--- src/rtl/syzygy_adc_capture_ctrl.sv ---
// syzygy_adc_capture_ctrl: encode-clock wake sequencer and fixed-length ADC sample burst capture.
// SYZYGY_ADC_AUTO_SLEEP_EN: gate the encode clock off between bursts and run a WAKE phase on start.
module syzygy_adc_capture_ctrl #(
  parameter int DATA_W      = 12,
  parameter int WAKE_CYCLES = 256,
  parameter int PIPE_LAT    = 8
) (
  input  logic              clk,
  input  logic              reset,
  input  logic              start,
  input  logic              abort,
  input  logic [15:0]       capture_len,
  input  logic [DATA_W-1:0] adc_data_in,
  output logic              enc_ce,
  output logic [DATA_W-1:0] sample_data,
  output logic              sample_valid,
  input  logic              sample_ready,
  output logic              busy,
  output logic              done,
  output logic              overflow,
  output logic [15:0]       sample_count
);
  localparam logic [2:0] IDLE = 3'd0, WAKE = 3'd1, FLUSH = 3'd2, CAPTURE = 3'd3, DONE = 3'd4;
`ifdef SYZYGY_ADC_AUTO_SLEEP_EN
  localparam logic [2:0] START_ST = WAKE;
`else
  localparam logic [2:0] START_ST = FLUSH;
`endif
  logic [2:0] state, state_nx;
  logic [15:0] cnt, len;
  logic wake_end, flush_end, cap_end, accept;
  assign wake_end  = cnt == 16'(WAKE_CYCLES - 1);
  assign flush_end = cnt == 16'(PIPE_LAT - 1);
  assign cap_end   = cnt == len - 16'd1;
  assign accept    = state == IDLE && start && !abort;
  always_comb begin
    state_nx = abort            ? IDLE :
               state == IDLE    ? (start ? START_ST : IDLE) :
               state == WAKE    ? (wake_end ? FLUSH : WAKE) :
               state == FLUSH   ? (flush_end ? (len == 16'd0 ? DONE : CAPTURE) : FLUSH) :
               state == CAPTURE ? (cap_end ? DONE : CAPTURE) : IDLE;
  end
  // Outputs are registered from the next state so they line up with the state register.
  always_ff @(posedge clk) begin
    if (reset) begin
      state        <= IDLE;
      cnt          <= '0;
      len          <= '0;
      enc_ce       <= 1'b0;
      sample_data  <= '0;
      sample_valid <= 1'b0;
      busy         <= 1'b0;
      done         <= 1'b0;
      overflow     <= 1'b0;
      sample_count <= '0;
    end else begin
      state <= state_nx;
      cnt   <= state_nx != state ? '0 : cnt + {15'd0, cnt != 16'hFFFF};
      if (accept) begin
        len          <= capture_len;
        overflow     <= 1'b0;
        sample_count <= '0;
      end else if (state == CAPTURE && !abort) begin
        if (sample_ready) sample_count <= sample_count + {15'd0, sample_count != 16'hFFFF};
        else overflow <= 1'b1;
      end
      if (state_nx == CAPTURE) sample_data <= adc_data_in;
      sample_valid <= state_nx == CAPTURE;
      busy         <= state_nx != IDLE;
      done         <= state_nx == DONE;
`ifdef SYZYGY_ADC_AUTO_SLEEP_EN
      enc_ce       <= state_nx inside {WAKE, FLUSH, CAPTURE};
`else
      enc_ce       <= 1'b1;
`endif
    end
  end
endmodule

--- config.mk ---
export PLATFORM = sky130hd
export DESIGN_NAME = syzygy_adc_capture_ctrl
export DESIGN_NICKNAME = d
export VERILOG_FILES = /design/src/rtl/syzygy_adc_capture_ctrl.sv
export SDC_FILE = /design/constraint.sdc
export NUM_CORES = 1
export LEC_CHECK = 0
export ABC_AREA = 1
export CAP_MARGIN = 5
export CORE_MARGIN = 2
export CORE_UTILIZATION = 48
export DETAILED_ROUTE_END_ITERATION = 10
export GPL_ROUTABILITY_DRIVEN = 1
export PLACE_DENSITY_LB_ADDON = 0.15
export SYNTH_ARGS = -nofsm -noshare
export SYNTH_HDL_FRONTEND = slang
export SYNTH_SLANG_ARGS = --single-unit
--- constraint.sdc ---
create_clock -name clk -period 2.05 [get_ports clk]
set_input_delay 0.41 -clock clk [delete_from_list [all_inputs] [get_ports clk]]
set_output_delay 0.41 -clock clk [all_outputs]
set_load 0.005 [all_outputs]
# Word-level counts from Yosys, hierarchy flattened

Cells that the tools add are included.
W data, S select, Z words.

Mux-type cells: 11
Eq/ne operators: 11
Reductions and logical operators: 11
Bitwise logic cells: 1
$add $sub $neg: 3

Operator list:

| kind                    | count |
|---|---|
| $add A16 B1 Y16         | 2 |
| $ne A16 B16 Y1 const B  | 2 |
| $mux W3                 | 8 |
| $eq A16 B16 Y1          | 1 |
| $eq A16 B3 Y1 const B   | 1 |
| $eq A16 B8 Y1 const B   | 1 |
| $logic_not A16 Y1       | 1 |
| $sub A16 B1 Y16 const B | 1 |
| $eq A3 B2 Y1 const B    | 3 |
| $mux W2                 | 2 |
| $reduce_and A2 Y1       | 2 |
| $reduce_or A2 Y1        | 2 |
| $eq A3 B1 Y1 const B    | 1 |
| $eq A3 B3 Y1 const B    | 1 |
| $logic_and A1 B1 Y1     | 3 |
| $logic_not A3 Y1        | 1 |
| $ne A3 B3 Y1            | 1 |
| $reduce_bool A3 Y1      | 1 |
| $logic_not A1 Y1        | 1 |
| $mux W1                 | 1 |
| $not A1 Y1              | 1 |

Register bits: 68

# Depth between registers and ports, before layout

Gate-level depths: netlist of run 1.

Depth in word-level cells: 10
Gate-level depth with buffers: 22
Gate-level depth less buffers: 21

# Worst setup path before layout of run 1

No wires, ideal clock.

Path type: register -> register
Start: register len[0]
End: register cnt[5]
Data arrival time: 2.034 ns
Setup time: 0.120 ns
Required time: 1.930 ns
Stages on the path, launching flop included: 19
Setup slack: -0.104 ns
Clock period less this slack: 2.154 ns
Path through: dfxtp_1 inv_2 ha_1 xnor2_1 nor2_1 nand2_1 nor2_1 nand2_1 nor2_1 nand2_1 nor2_1 nand3_2 nand3_2 nand2_2 nand2_4 nand3_1 nand2_4 buf_6 nor3_2

Cells in the longest elaborated chain, start to end: 10
Elaborated cells between the ends (all ways): 13

Ends and longest elaborated chain:

| item                                | RTL line | text |
|---|---|---|
| start, declared                     | 30       | `logic [15:0] cnt, len;` |
| start signal, assigned              | 60       | `len <= capture_len;` |
| $sub A16 B1 Y16                     | 34       | `assign cap_end = cnt == len - 16'd1;` |
| $eq A16 B16 Y1                      | 34       |  |
| $mux W3 (2 in series)               | 41       | `state == CAPTURE ? (cap_end ? DONE : CAPTURE) : IDLE;` |
| $mux W3 *                           | 40       | `state == FLUSH ? (flush_end ? (len == 16'd0 ? DONE : CAPTURE) : FLUSH) :` |
| $mux W3 *                           | 39       | `state == WAKE ? (wake_end ? FLUSH : WAKE) :` |
| $mux W3 *                           | 38       | `state == IDLE ? (start ? START_ST : IDLE) :` |
| $mux W3 *                           | 37       | `state_nx = abort ? IDLE :` |
| $ne A3 B3 Y1 *                      | 58       | `cnt <= state_nx != state ? '0 : cnt + {15'd0, cnt != 16'hFFFF};` |
| $reduce_or A2 Y1 (no source line) * | n/a      |  |
| end signal, assigned                | 58       |  |
| end, declared                       | 30       |  |

Mark *: on every way between the ends. The rest lies on a longest branch, timed or not.
A chain may end at the register's enable or synchronous reset.

# Worst setup path after layout of run 1

Start: register len[0]
End: register cnt[2]

Same word-level chain as after synthesis.

==> impl_metrics.csv, run 1 <==
group,metric,value,unit
sta,fin_ws,-0.430,ns
placement,dp_hpwl,7.61,mm
clock_network,cts-root-buf,"clkbuf_8",
route,dr.pass1.iters,5,
setup_path,slowest_stage,"dfxtp_2",
route,routed_wl,13.3,mm
sta,setup_violations,37,
die,die_x,94.3,um
power,ir_drop,0.397,mV
logic_synthesis,ys_ff_latch,68,
logic_synthesis,synthesis.nets,588,
setup_path,critPathKind,"flip-flop to flip-flop",
die,rows,32,
logic_synthesis,synth_edf_count,0,
route,vias,4365,
setup_path,crit_fanout,8,
setup_path,cp_cell_sequence,"inv_4, ha_4, nand2_8, nor2_8, nand2_4, nor2_4, nand4_1, nor3_4, nor2_2, nand3_2, nand2_2, nand2_4, buf_6, nand3_4, nand2_8, nor3_2",
layout,antenna_cells,0,
route,avgRoutedWirePerCell,15.8,um
layout,num-nets-final,772,
setup_path,start_kind,"flip-flop",
logic_synthesis,synth_top_area_cell,"dfxtp_1",
global_route,grt_pass1_wl,18.5,mm
logic_synthesis,ys.flop_type,"dfxtp_1",
setup_path,cpPeakStageDelay,0.34,ns
global_route,grt_max_degree,32,
logic_synthesis,syn_area,3910,sq um
sta,max_freq,403,MHz
logic_synthesis,synth-async-reset-ratio,0,%
min_path,holdCritPathClass,"flip-flop to flip-flop",
logic_synthesis,synth_area_leaders,"dfxtp_1 35%, nand2_1 10%, nor2_1 9.0%, inv_1 5.8%, xor2_1 4.5%",
clock_network,max-clock-path-buffers,2,
global_route,gr-total-overflow,0,
setup_path,cp.required,2.28,ns
job,maxCapViolCount,0,
clock_network,tritoncts,"built",
die,core-area,7810,sq um
route,vias_per_cell,5.19,
sta,finalCritPeriodShare,121,%
layout,fin_util,79.6,%
power,leakagePower,2.73,nW
die,die-area,8880,sq um
layout,stdcell_count,841,
placement,port_buffers,65,
sta,slew_headroom,76.6,%
global_route,grt_pass1_vias,4130,
placement,place.gp.congestion,0.861,
layout,area_delta_synth_final,58.9,%
setup_path,endpoint_kind,"flip-flop",
logic_synthesis,avgSynthCellArea,7.11,sq um
layout,mostFrequentLayoutCell,"buf_4",
sta,finClkSkew,0.0182,ns
sta,worst_pin_slew,0.352,ns
logic_synthesis,synth_warnings,0,
logic_synthesis,yosysUniqueCellTypes,38,
clock_network,cts_sinks,68,
clock_network,cts_buffers,9,
layout,drive_gt1_share,36.8,%
power,power_density,509,nW/um^2
sta,hold_viol_final,0,
clock_network,clkTransAtPathRegs,0.09,ns
clock_network,htree_levels,3,
layout,final_cell_mix,"109 x buf_4, 91 x nand2_1, 79 x nor2_1",
logic_synthesis,yosysSeqAreaShare,34.8,%
layout,nFillCells,494,
clock_network,cts_hold_buf,0,
route,final_antenna_net_count,0,
sta,rsz0062_at_grt,"true",
sta,slew_violations,0,
route,drt_first_iter_violations,268,
global_route,grt_usage,26.7,%
die,io_pins,66,
die,initial_core_util,50.1,%
logic_synthesis,synth_cells,550,
placement,dp.cells,796,
setup_path,cp_data_arrival_time,2.71,ns
sta,fin_crit,2.48,ns
logic_synthesis,yosysTopAreaCellShare,34.8,%
global_route,grt_antenna_before_repair,0,
die,die_h,94.3,um
run_status,outcome,"complete, but fails checks",
clock_network,clk_latency,0.36,ns
route,drc,0,
run_status,violations,"setup timing",
[critical path: cells and delay by family (launching register included)]
family	cells	cell delay, ns
flip-flops	1	0.34
AND/OR/NAND/NOR	13	1.65
buffers and inverters	2	0.18
adder cells (fa/ha/maj)	1	0.16
[cells in the mapped netlist (3+ instances only)]
cell type	n
buf_2	3
nand3_1	28
nor2_2	10
nor2_1	94
ha_1	5
nand2_1	105
o21ai_0	22
inv_2	6
nand4_1	6
xnor2_1	15
dfxtp_1	68
nand3_2	6
nor3_2	10
nand3b_1	18
clkbuf_1	4
nand2_2	9
nor3_1	16
inv_1	60
nand2_4	6
xor2_1	20
a21oi_1	17
[layout make-up]
class,instances,area (sq um),area share (%)
inverter,67,262,4.21
sequential,68,1380,22.2
clock inverter,6,50.0,0.805
multi-input combinational,405,2690,43.3
tap,102,128,2.05
timing repair buffer,183,1580,25.4
clock buffer,10,128,2.05
[power breakdown]
| part | internal, mW | leakage, nW | switching [mW] | total [mW] |
|---|---|---|---|---|
| clock | 0.450 | 0.0831 | 0.591 | 1.04 |
| combinational | 0.335 | 2.09 | 0.411 | 0.746 |
| sequential | 1.35 | 0.558 | 0.0280 | 1.38 |
| total | 2.14 | 2.73 | 1.03 | 3.17 |
[through the flow]
step	TNS, ns	hold slack, ns	cell area [sq um]	total power [mW]	worst slack, ns
final	-12.04	0.478	6210	3.17	-0.430
after global routing	-15.31	0.507	6210	3.30	-0.524
after CTS	-5.34	0.487	5820	3.06	-0.242
after detailed placement	-7.85	0.459	5350	2.02	-0.351
after global placement	-5.21	0.461	5350	2.01	-0.249
after floorplan	0	0.464	3950	1.80	0.0000320
[cells by family (layout without fill, tap and decap cells)]
logic type	Yosys count	count (layout)	synth area share (%)
compound gates	44	44	5.95
flops	68	68	34.8
fa+ha+maj	5	5	1.60
simple gates	319	321	41.5
buf+inv	79	266	8.26
xor+xnor	35	35	7.84
[flip-flops by register name (all words and copies together), names as in the netlist]
signal and cells:
cnt 16, len 16, sample_count 16, sample_data 12, state 3, busy 1, done 1, enc_ce 1
overflow 1, sample_valid 1
[worst paths after layout]
check / start / endpoint / slack (ns) / cells past startpoint
max: len[0] / cnt[2] / -0.43 / 16
min: overflow / overflow / 0.48 / 1
max reg2reg: len[0] / cnt[2] / -0.43 / 16
min reg2reg: overflow / overflow / 0.48 / 1
[per-layer routing]
metal	track usage, %	wire length, um	share of wire (%)
met2	45.6	6680	50
met4	13.8	536	4.0
met3	6.42	750	5.6
met1	30.9	5340	40
met5	0	0	0
[repair_timing]
action,4_1_cts,5_1_grt
gates resized for setup,39,79
pin swaps,19,35
endpoints found under the setup margin,32,43
buffers inserted,13,15
cloned,2,0
No activity file was read; power rests on OpenSTA's default activity.
==> run 2: changes to the inputs <==
CAP_MARGIN = not set   (was 5)
==> results of run 2 <==
Same layout as run 1: the final DEF is identical, and so are final timing and power.
==> run 3: changes to the inputs <==
CORE_MARGIN = 10   (was 2)
==> impl_metrics.csv, run 3 (same netlist as run 1, synthesis figures left out) <==
group,metric,value,unit
run_status,outcome,"complete, but fails checks",
run_status,violations,"setup timing",
power,leakagePower,2.65,nW
sta,fin_crit,2.36,ns
sta,rsz0062_at_grt,"true",
setup_path,endpoint_kind,"flip-flop",
clock_network,clk_latency,0.36,ns
sta,fin_tns_setup,-7.43,ns
setup_path,cp_data_arrival_time,2.65,ns
route,vias_per_cell,5.02,
setup_path,critPathKind,"flip-flop to flip-flop",
sta,hold_viol_final,0,
global_route,grt_max_degree,32,
setup_path,cp.required,2.33,ns
route,drc,0,
sta,worst_pin_slew,0.459,ns
power,ir_drop,0.320,mV
sta,fin_ws,-0.312,ns
route,dr.pass1.iters,4,
die,core-area,7810,sq um
global_route,grt_pass1_wl,19.3,mm
sta,setup_violations,32,
setup_path,slowest_stage,"dfxtp_2",
sta,holdWs,0.490,ns
die,io_pins,66,
placement,dp_hpwl,8.16,mm
layout,fin_util,76.7,%
layout,mostFrequentLayoutCell,"buf_4",
global_route,gr-total-overflow,0,
placement,port_buffers,65,
die,rows,32,
route,final_antenna_net_count,0,
layout,nFillCells,540,
min_path,holdCritPathClass,"flip-flop to flip-flop",
sta,slew_headroom,69.3,%
placement,dp.cells,799,
route,drt_first_iter_violations,212,
placement,place.gp.congestion,0.910,
clock_network,cts_hold_buf,0,
layout,final_cell_mix,"102 x buf_4, 97 x nand2_1, 84 x nor2_1",
layout,drive_gt1_share,32.5,%
setup_path,start_kind,"flip-flop",
sta,finalCritPeriodShare,115,%
route,routed_wl,12.3,mm
setup_path,crit_fanout,3,
layout,largestRegisters,"cnt: 16 flops, len: 16 flops, sample_count: 16 flops",
route,avgRoutedWirePerCell,14.8,um
layout,num-nets-final,763,
clock_network,cts_buffers,9,
power,p_total,3.09,mW
die,die_h,110,um
sta,slew_violations,0,
setup_path,cpPeakStageDelay,0.33,ns
die,die-area,12200,sq um
sta,finClkSkew,0.0101,ns
global_route,grt_pass1_vias,4226,
layout,antenna_cells,0,
layout,area_delta_synth_final,53.1,%
layout,stdcell_count,832,
power,power_density,516,nW/um^2
clock_network,htree_levels,3,
sta,max_freq,423,MHz
clock_network,clkTransAtPathRegs,0.08,ns
global_route,grt_usage,19.7,%
job,maxCapViolCount,0,
die,die_x,110,um
setup_path,cp_cell_sequence,"nand2_1, nor3_4, inv_2, buf_4, buf_4, buf_4, buf_4, buf_4, nor2_4, inv_2, nor3_4, nand2_1, xnor2_1, inv_1, nor3_2",
route,vias,4176,
clock_network,tritoncts,"built",
die,initial_core_util,50.1,%
clock_network,cts_sinks,68,
clock_network,cts-root-buf,"clkbuf_8",
global_route,grt_antenna_before_repair,0,
clock_network,max-clock-path-buffers,2,
setup_path,crit_top_cell,"buf_4",
[run 3: final cells by class]
class / instances / area (sq um) / share of cell area, %
inverter: 67 / 262 / 4.37
timing repair buffer: 174 / 1500 / 25.0
sequential: 68 / 1370 / 22.9
tap: 102 / 128 / 2.13
clock inverter: 6 / 38.8 / 0.648
multi-input combinational: 405 / 2550 / 42.6
clock buffer: 10 / 138 / 2.30
[run 3: repair_timing]
action,in CTS,in global routing
gates resized for setup,31,47
pin swaps,17,24
endpoints found under the setup margin,33,42
gates cloned,3,0
setup buffers,12,3
[run 3: worst paths after layout]
path / slack [ns] / from / cells after the start / end
setup / recovery: -0.31 / cnt[5] / 15 / cnt[12]
hold / removal: 0.49 / sample_data[2] / 2 / sample_data[2]
setup reg to reg: -0.31 / cnt[5] / 15 / cnt[12]
hold reg to reg: 0.49 / sample_data[2] / 2 / sample_data[2]
[run 3: through the flow]
| stage | setup WS [ns] | cell area, sq um |
|---|---|---|
| floorplan | 0.0000320 | 3950 |
| global placement | -0.224 | 5370 |
| detailed placement | -0.340 | 5370 |
| CTS | -0.213 | 5780 |
| global route | -0.423 | 5990 |
| finish | -0.312 | 5990 |
[run 3: power breakdown]
part | switching, mW | internal [mW] | total [mW]
clock | 0.565 | 0.469 | 1.03
sequential | 0.0300 | 1.35 | 1.38
combinational | 0.372 | 0.305 | 0.677
total | 0.967 | 2.12 | 3.09
[run 3: layer usage]
layer | vias up | share of wire [%] | GRT usage [%]
met5 | - | 0 | 0
met4 | 0 | 3.3 | 7.52
met3 | 39 | 6.8 | 6.79
met2 | 146 | 49 | 33.6
met1 | 1898 | 41 | 22.1
li1 | 2093 | - | -
[run 3: worst max-delay path: cells and delay by family, from the launching register on]
family                 cells  cell delay [ns]
AND/OR/NAND/NOR            6             0.92
buffers and inverters      8             0.86
XOR/XNOR                   1             0.17
flip-flops                 1             0.33
